## src/rtl/restador_serial.sv

```systemverilog
// Bit-serial subtractor R = A - B (mod 2^WIDTH), LSB first, init/done handshake.
// Define RESTA_OVF_EN to build the signed-overflow flag; otherwise ovf is tied low.
module restador_serial #(
    parameter int WIDTH = 4,
    parameter int CNT_W = 5
) (
    input  logic             clk,
    input  logic             rst,
    input  logic             init,
    input  logic [WIDTH-1:0] A,
    input  logic [WIDTH-1:0] B,
    output logic [WIDTH-1:0] R,
    output logic             borrow,
    output logic             zero,
    output logic             ovf,
    output logic             busy,
    output logic             done
);

    typedef enum logic [1:0] {
        S_IDLE,
        S_LOAD,
        S_RUN,
        S_DONE
    } state_t;

    state_t           r_state;
    state_t           w_next;
    logic [WIDTH-1:0] r_sa;
    logic [WIDTH-1:0] r_sb;
    logic [WIDTH-1:0] r_sr;
    logic [CNT_W-1:0] r_cnt;
    logic             r_br;
    logic             w_a;
    logic             w_b;
    logic             w_d;
    logic             w_br_next;
    logic             w_last;
    logic [WIDTH-1:0] w_sr_next;

    // 1-bit subtractor cell
    assign w_a       = r_sa[0];
    assign w_b       = r_sb[0];
    assign w_d       = w_a ^ w_b ^ r_br;
    assign w_br_next = (~w_a & w_b) | (~(w_a ^ w_b) & r_br);
    assign w_sr_next = {w_d, r_sr[WIDTH-1:1]};
    assign w_last    = (r_cnt == CNT_W'(WIDTH - 1));

    always_ff @(posedge clk or negedge rst) begin
        if (!rst) r_state <= S_IDLE;
        else      r_state <= w_next;
    end

    always_comb begin
        w_next = r_state;
        busy   = 1'b0;
        done   = 1'b0;
        case (r_state)
            S_IDLE: if (init) w_next = S_LOAD;
            S_LOAD: begin
                busy   = 1'b1;
                w_next = S_RUN;
            end
            S_RUN: begin
                busy = 1'b1;
                if (w_last) w_next = S_DONE;
            end
            S_DONE: begin
                done   = 1'b1;
                w_next = S_IDLE;
            end
            default: w_next = S_IDLE;
        endcase
    end

    // Results are latched on the edge entering DONE (using the final bit's
    // cell outputs) so R/borrow/zero are already valid while done is high.
    always_ff @(posedge clk or negedge rst) begin
        if (!rst) begin
            r_sa   <= '0;
            r_sb   <= '0;
            r_sr   <= '0;
            r_cnt  <= '0;
            r_br   <= 1'b0;
            R      <= '0;
            borrow <= 1'b0;
            zero   <= 1'b0;
        end else begin
            case (r_state)
                S_LOAD: begin
                    r_sa  <= A;
                    r_sb  <= B;
                    r_sr  <= '0;
                    r_cnt <= '0;
                    r_br  <= 1'b0;
                end
                S_RUN: begin
                    r_sr  <= w_sr_next;
                    r_sa  <= r_sa >> 1;
                    r_sb  <= r_sb >> 1;
                    r_br  <= w_br_next;
                    r_cnt <= r_cnt + 1'b1;
                    if (w_last) begin
                        R      <= w_sr_next;
                        borrow <= w_br_next;
                        zero   <= (w_sr_next == '0);
                    end
                end
                default: ;
            endcase
        end
    end

`ifdef RESTA_OVF_EN
    logic r_a_msb;
    logic r_b_msb;

    always_ff @(posedge clk or negedge rst) begin
        if (!rst) begin
            r_a_msb <= 1'b0;
            r_b_msb <= 1'b0;
            ovf     <= 1'b0;
        end else begin
            if (r_state == S_LOAD) begin
                r_a_msb <= A[WIDTH-1];
                r_b_msb <= B[WIDTH-1];
            end
            if (r_state == S_RUN && w_last)
                ovf <= (r_a_msb != r_b_msb) && (w_sr_next[WIDTH-1] != r_a_msb);
        end
    end
`else
    assign ovf = 1'b0;
`endif

endmodule

```

## config.mk

```make
export PLATFORM = sky130hd
export DESIGN_NAME = restador_serial
export DESIGN_NICKNAME = d
export VERILOG_FILES = /design/src/rtl/restador_serial.sv
export SDC_FILE = /design/constraint.sdc
export NUM_CORES = 1
export LEC_CHECK = 0
export BUFFER_PORTS_ARGS = -buffer_cell sky130_fd_sc_hd__buf_2
export CAP_MARGIN = 20
export CORE_UTILIZATION = 30
export CTS_CLUSTER_DIAMETER = 40
export DETAILED_ROUTE_END_ITERATION = 7
export PLACE_DENSITY = 0.57
export SLEW_MARGIN = 20
export SYNTH_ARGS = -nofsm -noshare
export SYNTH_HDL_FRONTEND = slang
export SYNTH_SLANG_ARGS = --single-unit
export TNS_END_PERCENT = 100
```

## constraint.sdc

```tcl
create_clock -name clk -period 5.5 [get_ports clk]
set_input_delay 0.55 -clock clk [delete_from_list [all_inputs] [get_ports clk]]
set_output_delay 0.55 -clock clk [all_outputs]
set_load 0.05 [all_outputs]
```

==> results of run 1 <==
## metal layers
metal	vias to the layer above	track usage	wire length [um]
met2	18	0.172	929
met4	0	0.0163	12
met5	-	0	0
met3	2	0.0317	112
met1	414	0.135	923
li1	417	-	-
## synthesized netlist by cell type
cell type                    n  share of area
sky130_fd_sc_hd__o21ai_0    15          0.063
sky130_fd_sc_hd__clkbuf_1    6          0.019
sky130_fd_sc_hd__o2bb2ai_1   1         0.0074
sky130_fd_sc_hd__nand3b_1    2          0.013
sky130_fd_sc_hd__dfrtp_1    25           0.53
sky130_fd_sc_hd__buf_4       1         0.0063
sky130_fd_sc_hd__inv_1      13          0.041
sky130_fd_sc_hd__mux2i_1     6          0.050
sky130_fd_sc_hd__a21oi_1     7          0.029
sky130_fd_sc_hd__or2_1       1         0.0053
sky130_fd_sc_hd__or4b_4      1          0.012
sky130_fd_sc_hd__buf_6       1         0.0095
sky130_fd_sc_hd__a31o_2      2          0.015
sky130_fd_sc_hd__conb_1      1         0.0031
sky130_fd_sc_hd__nor2b_1     3          0.016
sky130_fd_sc_hd__nor4_1      1         0.0053
sky130_fd_sc_hd__o22a_1      1         0.0074
sky130_fd_sc_hd__nand3_1    11          0.046
sky130_fd_sc_hd__mux2_2      1         0.0095
sky130_fd_sc_hd__nor2_1      6          0.019
sky130_fd_sc_hd__ha_1        4          0.042
sky130_fd_sc_hd__o221ai_1    2          0.015
sky130_fd_sc_hd__fa_1        1          0.017
sky130_fd_sc_hd__mux2_4      2          0.025
## final cells by class
cell class	instances	share of cell area
Multi-Input combinational cell	68	0.353
Tap cell	48	0.0447
Timing Repair Buffer	18	0.0670
Clock buffer	4	0.0335
Sequential cell	25	0.465
Inverter	13	0.0363
## worst max-delay path by stage
stage,slack [ns],endpoint,startpoint
2_1_floorplan,3.71,r_cnt[3]$_DFFE_PN0P_,r_state[0]$_DFFE_PN0P_
3_3_place_gp,3.26,busy,r_state[0]$_DFFE_PN0P_
3_5_place_dp,3.19,busy,r_state[0]$_DFFE_PN0P_
4_1_cts,2.90,busy,r_state[0]$_DFFE_PN0P_
5_1_grt,2.75,busy,r_state[1]$_DFFE_PN0P_
6_report,2.92,busy,r_state[0]$_DFFE_PN0P_
## cell families (layout without fill, tap and decap cells)
family / Yosys count / count (layout)
compound gates: 28 / 28
flops: 25 / 25
simple gates: 25 / 25
buf+inv: 21 / 35
mux: 9 / 9
fa+ha+maj: 5 / 5
other cells: 1 / 1
## placed cells by master, fill, tap and decap left out, types with 4 or more instances in the layout
cell type                 synthesis  routed
sky130_fd_sc_hd__buf_2            0      18
sky130_fd_sc_hd__o21ai_0         15      15
sky130_fd_sc_hd__nand3_1         11      11
sky130_fd_sc_hd__inv_1           13      13
sky130_fd_sc_hd__ha_1             4       4
sky130_fd_sc_hd__nor2_1           6       6
sky130_fd_sc_hd__a21oi_1          7       7
sky130_fd_sc_hd__dfrtp_1         25      25
sky130_fd_sc_hd__mux2i_1          6       6
## sequential cells by signal (all words and copies together) (netlist names)
signal	count
R	4
borrow	1
r_br	1
r_cnt	5
r_sa	4
r_sb	4
r_sr	3
r_state	2
zero	1
## power breakdown
group          switching (mW)  leakage [nW]  internal, mW
combinational           0.270         0.280         0.143
clock                  0.0537        0.0228        0.0517
sequential             0.0384         0.322         0.250
==> impl_summary.txt, run 1 <==
----------------------------------------------------
[Status]
  Outcome ... finished clean

[Finish]
  Layout cells sized above 1 ... 0.211
  Final std cell area, no fill ... 0.00135 mm2
  Flip-flop and latch area ... 626 um2
  Area growth from synthesis to layout ... 12.9%
  Core utilization of the finished layout ... 0.359
  Final nets ... 145
  Cell Count, Final, Fillers Out ... 176
  Area occupied by multi-input gates ... 475 um2
  Diodes inserted ... 0
  # fillers ... 401

[Worst setup path]
  Startpoint kind of the worst setup timing path ... flop
  Crit path max-delay cell type ... sky130_fd_sc_hd__ha_1
  Crit Reg-Reg Startpoint ... r_state[0]$_DFFE_PN0P_
  Slowest cell delay on critical path ... 0.91 ns
  Crit Path Category ... reg -> out
  Slack of the worst reg-to-reg path ... 3.24 ns
  Crit. End Element ... output pin
  Required time at the worst-slack endpoint ... 4.95 ns
  Largest fanout on the critical path ... 36
  Path length in cells of the critical path ... 3
  Worst Path Buf+Inv ... 2
  Capture point of the worst reg-to-reg path ... zero$_DFFE_PN0P_
  Cell depth of the worst flop-to-flop path ... 5
  Cell chain of the critical path ... inv_1 > ha_1 > buf_2
  WP data arrival ... 2.03 ns
  Largest delay contributor family on the critical path ... adder cells

[Yosys]
  Post-synthesis instance total ... 114
  Arithmetic-cell share of the synthesized area counting full adders, half adders and majority gates ... 0.0588
  Yosys cell types ... 24
  Sequential fraction of the synthesis area ... 0.525
  Share of cell area taken by muxes after synthesis ... 0.0851
  Main combinational cell family by area after synthesis ... compound AO/OA/AOI/OAI gates
  Avg Cell Area, Syn ... 10.4 um2
  Synth Area in XOR/XNOR ... 0
  Post-synth design cell area ... 0.00119 mm2
  Ys Warns ... 0
  Share of the synthesized area in compound gates (AO/OA/AOI/OAI) ... 0.137
  Total of flip-flops plus latches after synthesis ... 25
  Synth Area in Simple Gates ... 0.116
  Post-synthesis net count ... 130

[Floorplanning]
  Initial cell density of the core ... 0.318
  IO Pins ... 20
  Height of the chip ... 65.0 um
  Area of the die ... 0.00423 mm2
  Core area ... 0.00374 mm2
  Standard-cell row count ... 22
  Width of the chip ... 65.0 um

[Place]
  DP Worst Slack ... 3.19 ns
  Number of buffer cells added on primary ports ... 18
  Placed cell count ... 172
  Half-perimeter wire length after placement ... 1.47 mm
  DP Area ... 0.00130 mm2
  Routability congestion estimate from global placement ... 0.689

[Power and ir drop]
  Design Power ... 808 uW
  Max rail drop VDD ... 258 uV
  P per Cell Area ... 601 mW/mm2
  Leakage power of the design ... 0.625 nW

[STA]
  Fin crit share ... 0.468
  Final Critical Period ... 2.58 ns
  Post-route setup TNS ... 0 ns
  Worst rel slew slack ... 0.374
  Final setup vio count ... 0
  Fin worst setup slack ... 2.92 ns
  Worst hold margin ... 0.263 ns
  RSZ-0062 raised after global routing ... false
  Final number of max-transition violations ... 0
  Fmax achieved ... 388 MHz
  Actual slew at the worst max-slew pin ... 0.938 ns
  Endpoints failing hold ... 0
  Worst clock skew on the final layout ... 0.00181 ns

[Routing]
  Routed length per instance ... 11.2 um
  Vias per inst ... 4.84
  DRC marker count from the first detailed-route iteration ... 18
  Number of design rule violations left after detail routing ... 0
  Aggregate routed wire length ... 1.98 mm
  DR vias ... 851
  Iteration count of the initial detailed-routing pass ... 4
  Final ANT Viol Nets ... 0

[Global route]
  Largest net degree at the start of global routing ... 37
  Global-route usage over all layers ... 0.104
  Global-route wire length before repair ... 3.40 mm
  Initial antenna violation count ... 0
  Total global routing overflow ... 0
  Via count of the first global-routing pass ... 787

[Job]
  # Max-Cap Violations ... 0

[Hold path]
  Hold Path Class ... in -> async

[Clocking]
  Clock input transition at the sequential cells of the worst setup and hold paths ... 0.08 ns
  # resized after CTS ... 0
  Clock latency on the worst-skew pair ... 0.26 ns
  Clock Sink Count ... 25
  Number of buffers on the longest clock path ... 2
  Number of setup buffers added after CTS ... 0
  Buffer cell driving the clock tree root ... sky130_fd_sc_hd__clkbuf_8
  CTS tree ... yes
  Count of hold-fix buffers inserted at cts ... 0
  TritonCTS Buffers ... 3
  H-tree levels ... 1

----------------------------------------------------
(Power assumes the default switching activity.)
==> run 2, diff against run 1 <==
clock period = 2.51 ns   (was 5.5 ns; I/O delays follow)
==> impl_summary.txt, run 2 (synthesis results as in run 1) <==
----------------------------------------------------
[Floorplanning]
  Core area ... 0.00374 mm2 (unchanged)
  Initial cell density of the core ... 0.318 (unchanged)
  Width of the chip ... 65.0 um (unchanged)
  IO Pins ... 20 (unchanged)
  Area of the die ... 0.00423 mm2 (unchanged)
  Standard-cell row count ... 22 (unchanged)
  Height of the chip ... 65.0 um (unchanged)

[Clocking]
  Number of setup buffers added after CTS ... 0 (unchanged)
  Clock Sink Count ... 25 (unchanged)
  Buffer cell driving the clock tree root ... sky130_fd_sc_hd__clkbuf_8
  Count of hold-fix buffers inserted at cts ... 1 (+1)
  TritonCTS Buffers ... 3 (unchanged)
  Clock latency on the worst-skew pair ... 0.26 ns (about the same)
  Number of buffers on the longest clock path ... 2 (unchanged)
  H-tree levels ... 1 (unchanged)
  Clock input transition at the sequential cells of the worst setup and hold paths ... 0.08 ns (about the same)
  # resized after CTS ... 0 (unchanged)
  CTS tree ... yes

[Finish]
  Largest register by flop count ... r_cnt
  Final std cell area, no fill ... 0.00137 mm2 (+2.0%)
  Most frequent standard cell in the layout excluding fill and tap cells ... sky130_fd_sc_hd__dfrtp_1
  Area growth from synthesis to layout ... 15.1%
  Layout cells sized above 1 ... 0.229 (+0.0181)
  Top library cells by usage in the layout, fill and taps aside ... 25 x sky130_fd_sc_hd__dfrtp_1, 18 x sky130_fd_sc_hd__buf_2, 15 x sky130_fd_sc_hd__o21ai_0
  Cell Count, Final, Fillers Out ... 179 (+1.7%)
  Final nets ... 148 (+2.1%)
  Diodes inserted ... 0 (unchanged)
  Max reg flops ... 5 (unchanged)
  # fillers ... 408 (+1.7%)

[Global route]
  Via count of the first global-routing pass ... 835 (+6.1%)
  Largest net degree at the start of global routing ... 26 (-30%)
  Global-route usage over all layers ... 0.112 (+0.00805)
  Global-route wire length before repair ... 3.59 mm (+5.7%)
  Total global routing overflow ... 0 (unchanged)
  Initial antenna violation count ... 0 (unchanged)

[Power and ir drop]
  Net switching component of the power ... 802 uW (+120%)
  Leakage power of the design ... 0.641 nW (+2.7%)
  Internal cell power ... 995 uW (+120%)
  Clock Power Share ... 0.126 (-0.005)
  Design Power ... 1.80 mW (+120%)
  Switching share of total power ... 0.446 (-0.00224)
  Max rail drop VDD ... 697 uV (+170%)
  P per Cell Area ... 1310 mW/mm2 (+120%)
  Sequential fraction of design power ... 0.351 (-0.007)
  Comb pwr share ... 0.523 (+0.011)

[STA]
  Endpoints failing hold ... 0 (unchanged)
  Final number of max-transition violations ... 0 (unchanged)
  Worst rel slew slack ... 0.582 (+0.208)
  Worst clock skew on the final layout ... 0.00607 ns (+0.00426 ns)
  Post-route setup TNS ... 0 ns (unchanged)
  Final setup vio count ... 0 (unchanged)
  Fmax achieved ... 490 MHz
  Actual slew at the worst max-slew pin ... 0.626 ns (-0.312 ns)
  RSZ-0062 raised after global routing ... false
  Final Critical Period ... 2.04 ns
  Fin crit share ... 0.814

[Status]
  Outcome ... finished clean

[Routing]
  Final ANT Viol Nets ... 0 (unchanged)
  Number of design rule violations left after detail routing ... 0 (unchanged)
  DRC marker count from the first detailed-route iteration ... 11 (-7)
  Vias per inst ... 4.74 (-2.0%)
  Aggregate routed wire length ... 2.00 mm (+1.2%)
  Iteration count of the initial detailed-routing pass ... 4 (unchanged)
  Routed length per instance ... 11.2 um (-0.53%)
  DR vias ... 848 (-0.35%)

[Place]
  Number of buffer cells added on primary ports ... 18 (unchanged)
  Placed cell count ... 174 (+1.2%)
  Half-perimeter wire length after placement ... 1.48 mm (+1.1%)
  DP Area ... 0.00132 mm2 (+1.2%)
  Routability congestion estimate from global placement ... 0.799 (+16%)

[Worst setup path]
  Largest fanout on the critical path ... 23 (-36%)
  Crit. End Element ... output pin
  Cell depth of the worst flop-to-flop path ... 4 (-1)
  Slowest cell delay on critical path ... 0.69 ns (-0.22 ns)
  WP data arrival ... 1.79 ns (-0.24 ns)
  Crit Path Category ... reg -> out
  Beginning of the critical path ... r_state[0]$_DFFE_PN0P_
  Cell chain of the critical path ... inv_1 > ha_1 > buf_2
  Startpoint kind of the worst setup timing path ... flop
  Capture point of the worst reg-to-reg path ... zero$_DFFE_PN0P_
  Crit Reg-Reg Startpoint ... r_cnt[1]$_DFFE_PN0P_
  Slack of the worst reg-to-reg path ... 0.69 ns (-2.55 ns)
  Required time at the worst-slack endpoint ... 2.26 ns (-2.69 ns)
  Crit path max-delay cell type ... sky130_fd_sc_hd__ha_1

[Hold path]
  Hold path depth ... 2
  Hold worst-path end ... r_sa[3]$_DFFE_PN0P_
  Worst min-delay path startpoint ... A[3]
  Hold Path Class ... in -> reg

[Job]
  # Max-Cap Violations ... 0 (unchanged)

----------------------------------------------------
==> run 2: changes by cell type in the layout (fill, tap and decap cells not counted), sizes merged <==
cell and change:
buf +2, clkbuf -1, clkinv +1, dlygate4sd3 +1
==> run 2: through the flow <==
step / utilization / hold WS [ns] / setup slack, ns
3_3_place_gp: 0.351 / 0.263 / 0.736
6_report: 0.366 / 0.232 / 0.467
3_5_place_dp: 0.351 / 0.276 / 0.692
2_1_floorplan: - / -0.0446 / 0.723
4_1_cts: 0.366 / 0.222 / 0.460
5_1_grt: 0.366 / 0.225 / 0.355
==> run 2: layer usage <==
layer	up-vias	global-route usage	routed length, um
met5	-	0	0
met4	0	0.0163	0
met3	0	0.0370	121
met2	21	0.194	985
met1	404	0.137	894
li1	423	-	-
==> run 2: worst max-delay path, delay by kind of cell (launching register included) <==
kind / cells / cell delay (ns)
fa+ha+maj: 1 / 0.69
buf+inv: 2 / 0.46
flops: 1 / 0.39
==> run 2: how the worst max path moves through the flow <==
stage	to	slack [ns]	cells past startpoint
after CTS	busy	0.46	3
final	busy	0.47	3
after detailed placement	zero$_DFFE_PN0P_	0.69	4
after global placement	zero$_DFFE_PN0P_	0.74	4
after global routing	busy	0.36	3
after floorplan	r_cnt[3]$_DFFE_PN0P_	0.72	5
==> run 2: layout make-up <==
class	instances	area [um2]	share of cell area
Sequential cell	25	626	0.456
Multi-Input combinational cell	68	475	0.347
Timing Repair Buffer	21	115	0.0839
Tap cell	48	60.1	0.0438
Inverter	13	48.8	0.0356
Clock buffer	3	41.3	0.0301
Clock inverter	1	5.00	0.00365
==> run 2: power groups by stage <==
| stage | sequential [mW] | combinational [mW] | clock [mW] |
|---|---|---|---|
| floorplan | 0.706 | 0.687 | 0 |
| global placement | 0.634 | 0.922 | 0 |
| detailed placement | 0.642 | 0.947 | 0 |
| CTS | 0.633 | 0.953 | 0.241 |
| global route | 0.655 | 1.05 | 0.257 |
| finish | 0.631 | 0.940 | 0.226 |
==> run 3, diff against run 2 <==
PLACE_DENSITY = 0.59   (was 0.57)
clock period = 1.7 ns   (was 2.51 ns; I/O delays follow)
==> impl_summary.txt, run 3 (synthesis results as in run 1) <==
----------------------------------------------------
[Clocking]
  Number of buffers on the longest clock path ... 2 (unchanged)
  Clock Sink Count ... 25 (unchanged)
  Buffer cell driving the clock tree root ... sky130_fd_sc_hd__clkbuf_8
  Clock input transition at the sequential cells of the worst setup and hold paths ... 0.09 ns (about the same)
  Clock latency on the worst-skew pair ... 0.27 ns (about the same)
  H-tree levels ... 1 (unchanged)
  CTS tree ... yes
  TritonCTS Buffers ... 3 (unchanged)

[Finish]
  Diodes inserted ... 0 (unchanged)
  Largest register by flop count ... r_cnt
  Area growth from synthesis to layout ... 23.6%
  Most frequent standard cell in the layout excluding fill and tap cells ... sky130_fd_sc_hd__dfrtp_1
  # fillers ... 404 (-0.98%)
  Max reg flops ... 5 (unchanged)
  Top library cells by usage in the layout, fill and taps aside ... 25 x sky130_fd_sc_hd__dfrtp_1, 17 x sky130_fd_sc_hd__buf_2, 13 x sky130_fd_sc_hd__inv_1
  Cell Count, Final, Fillers Out ... 189 (+5.6%)
  Final nets ... 158 (+6.8%)
  Layout cells sized above 1 ... 0.319 (+0.0901)

[Power and ir drop]
  Design Power ... 2.89 mW (+61%)
  Max rail drop VDD ... 897 uV (+29%)
  Leakage power of the design ... 0.690 nW (+7.6%)
  P per Cell Area ... 1960 mW/mm2 (+50%)

[Status]
  Outcome ... finished clean

[Place]
  Routability congestion estimate from global placement ... 0.748 (-6.4%)
  Placed cell count ... 180 (+3.4%)
  DP Worst Slack ... -0.0355 ns (-0.728 ns)
  Number of buffer cells added on primary ports ... 18 (unchanged)
  Half-perimeter wire length after placement ... 1.61 mm (+8.7%)

[Floorplanning]
  Core area ... 0.00374 mm2 (unchanged)
  Height of the chip ... 65.0 um (unchanged)
  IO Pins ... 20 (unchanged)
  Area of the die ... 0.00423 mm2 (unchanged)
  Width of the chip ... 65.0 um (unchanged)
  Initial cell density of the core ... 0.318 (unchanged)
  Standard-cell row count ... 22 (unchanged)

[STA]
  Fin worst setup slack ... 0.00168 ns (-0.466 ns)
  RSZ-0062 raised after global routing ... true
  Final number of max-transition violations ... 0 (unchanged)
  Final setup vio count ... 0 (unchanged)
  Worst hold margin ... 0.137 ns (-0.0950 ns)
  Final Critical Period ... 1.70 ns
  Fin crit share ... 0.999
  Fmax achieved ... 589 MHz
  Endpoints failing hold ... 0 (unchanged)
  Actual slew at the worst max-slew pin ... 0.541 ns (-0.0852 ns)
  Worst clock skew on the final layout ... 0.00744 ns (+0.00137 ns)
  Worst rel slew slack ... 0.639 (+0.0568)

[Routing]
  Iteration count of the initial detailed-routing pass ... 4 (unchanged)
  Aggregate routed wire length ... 2.18 mm (+8.7%)
  Final ANT Viol Nets ... 0 (unchanged)
  DRC marker count from the first detailed-route iteration ... 13 (+2)
  DR vias ... 908 (+7.1%)
  Routed length per instance ... 11.5 um (+3.0%)
  Number of design rule violations left after detail routing ... 0 (unchanged)
  Vias per inst ... 4.80 (+1.4%)

[Global route]
  Initial antenna violation count ... 0 (unchanged)
  Largest net degree at the start of global routing ... 26 (unchanged)
  Via count of the first global-routing pass ... 931 (+11%)
  Global-route wire length before repair ... 3.92 mm (+9.0%)
  Total global routing overflow ... 0 (unchanged)
  Global-route usage over all layers ... 0.122 (+0.00993)

[Worst setup path]
  Crit path max-delay cell type ... sky130_fd_sc_hd__or4b_4
  Cell chain of the critical path ... ha_2 > or4b_4 > or2_4 > mux2_4
  Required time at the worst-slack endpoint ... 1.85 ns (-0.41 ns)
  Slowest cell delay on critical path ... 0.48 ns (-0.21 ns)
  WP data arrival ... 1.85 ns (+0.06 ns)
  Crit. End Element ... flop
  Startpoint kind of the worst setup timing path ... flop
  Crit Path Category ... reg -> reg
  Largest fanout on the critical path ... 3 (-87%)

[Hold path]
  Hold Path Class ... in -> reg

[Job]
  # Max-Cap Violations ... 0 (unchanged)

----------------------------------------------------
run 3: changes by cell type in the layout (fill, tap and decap cells not counted), sizes merged:
| cell | delta |
|---|---|
| buf | +9 |
| clkbuf | +1 |
run 3: power breakdown:
part           total [mW]  switching [mW]  leakage, nW  internal [mW]
Sequential          0.928           0.118        0.322          0.809
Combinational        1.61           0.948        0.343          0.660
Clock               0.351           0.187       0.0255          0.164
Total                2.89            1.25        0.690           1.63
run 3: per-layer routing:
layer,share of wire,GRT usage,vias up
met5,0,0,-
met4,0.0028,0.0163,0
met3,0.050,0.0370,2
met2,0.50,0.224,22
met1,0.45,0.141,442
li1,-,-,442
run 3: path summary, 6_finish.rpt:
| path | startpoint | end | slack (ns) | cells after the start |
|---|---|---|---|---|
| worst max-delay path | r_cnt[0]$_DFFE_PN0P_ | R[3]$_DFFE_PN0P_ | 0.002 | 4 |
| worst min-delay path | B[3] | r_sb[3]$_DFFE_PN0P_ | 0.14 | 2 |
| worst max register to register | r_cnt[0]$_DFFE_PN0P_ | R[3]$_DFFE_PN0P_ | 0.002 | 4 |
| worst min register to register | R[1]$_DFFE_PN0P_ | R[1]$_DFFE_PN0P_ | 0.52 | 2 |
| max in group asynchronous | rst | zero$_DFFE_PN0P_ | 0.92 | 2 |
| min in group asynchronous | rst | r_sb[3]$_DFFE_PN0P_ | 0.41 | 2 |
run 3: layout make-up:
class	instances	area, um2	area share
clock buffer	3	41.3	0.0280
clock inverter	1	5.00	0.00340
inverter	13	48.8	0.0331
multi-input combinational	68	499	0.339
sequential	25	626	0.425
tap	48	60.1	0.0408
timing repair buffer	31	193	0.131
run 3: critical path, delay by kind of cell, from the launching register on:
kind	cells	cell delay, ns
flip-flops	1	0.37
adder cells (fa/ha/maj)	1	0.17
AND/OR/NAND/NOR	2	0.75
multiplexers	1	0.29
run 3: timing repair:
| item | in CTS | in global routing |
|---|---|---|
| gates resized for setup | 4 | 5 |
| buffers inserted | 3 | 1 |
| endpoints found under the hold margin | 25 | 0 |
| hold buffers | 1 | 0 |
| setup endpoints to repair | 8 | 7 |
run 3: through the flow:
step	TNS (ns)	utilization	cell area, um2
6_report	0	0.393	1470
5_1_grt	-0.0508	0.393	1470
4_1_cts	0	0.390	1460
3_5_place_dp	-0.100	0.364	1360
3_3_place_gp	-0.0221	0.364	1360
2_1_floorplan	-0.132	-	1190
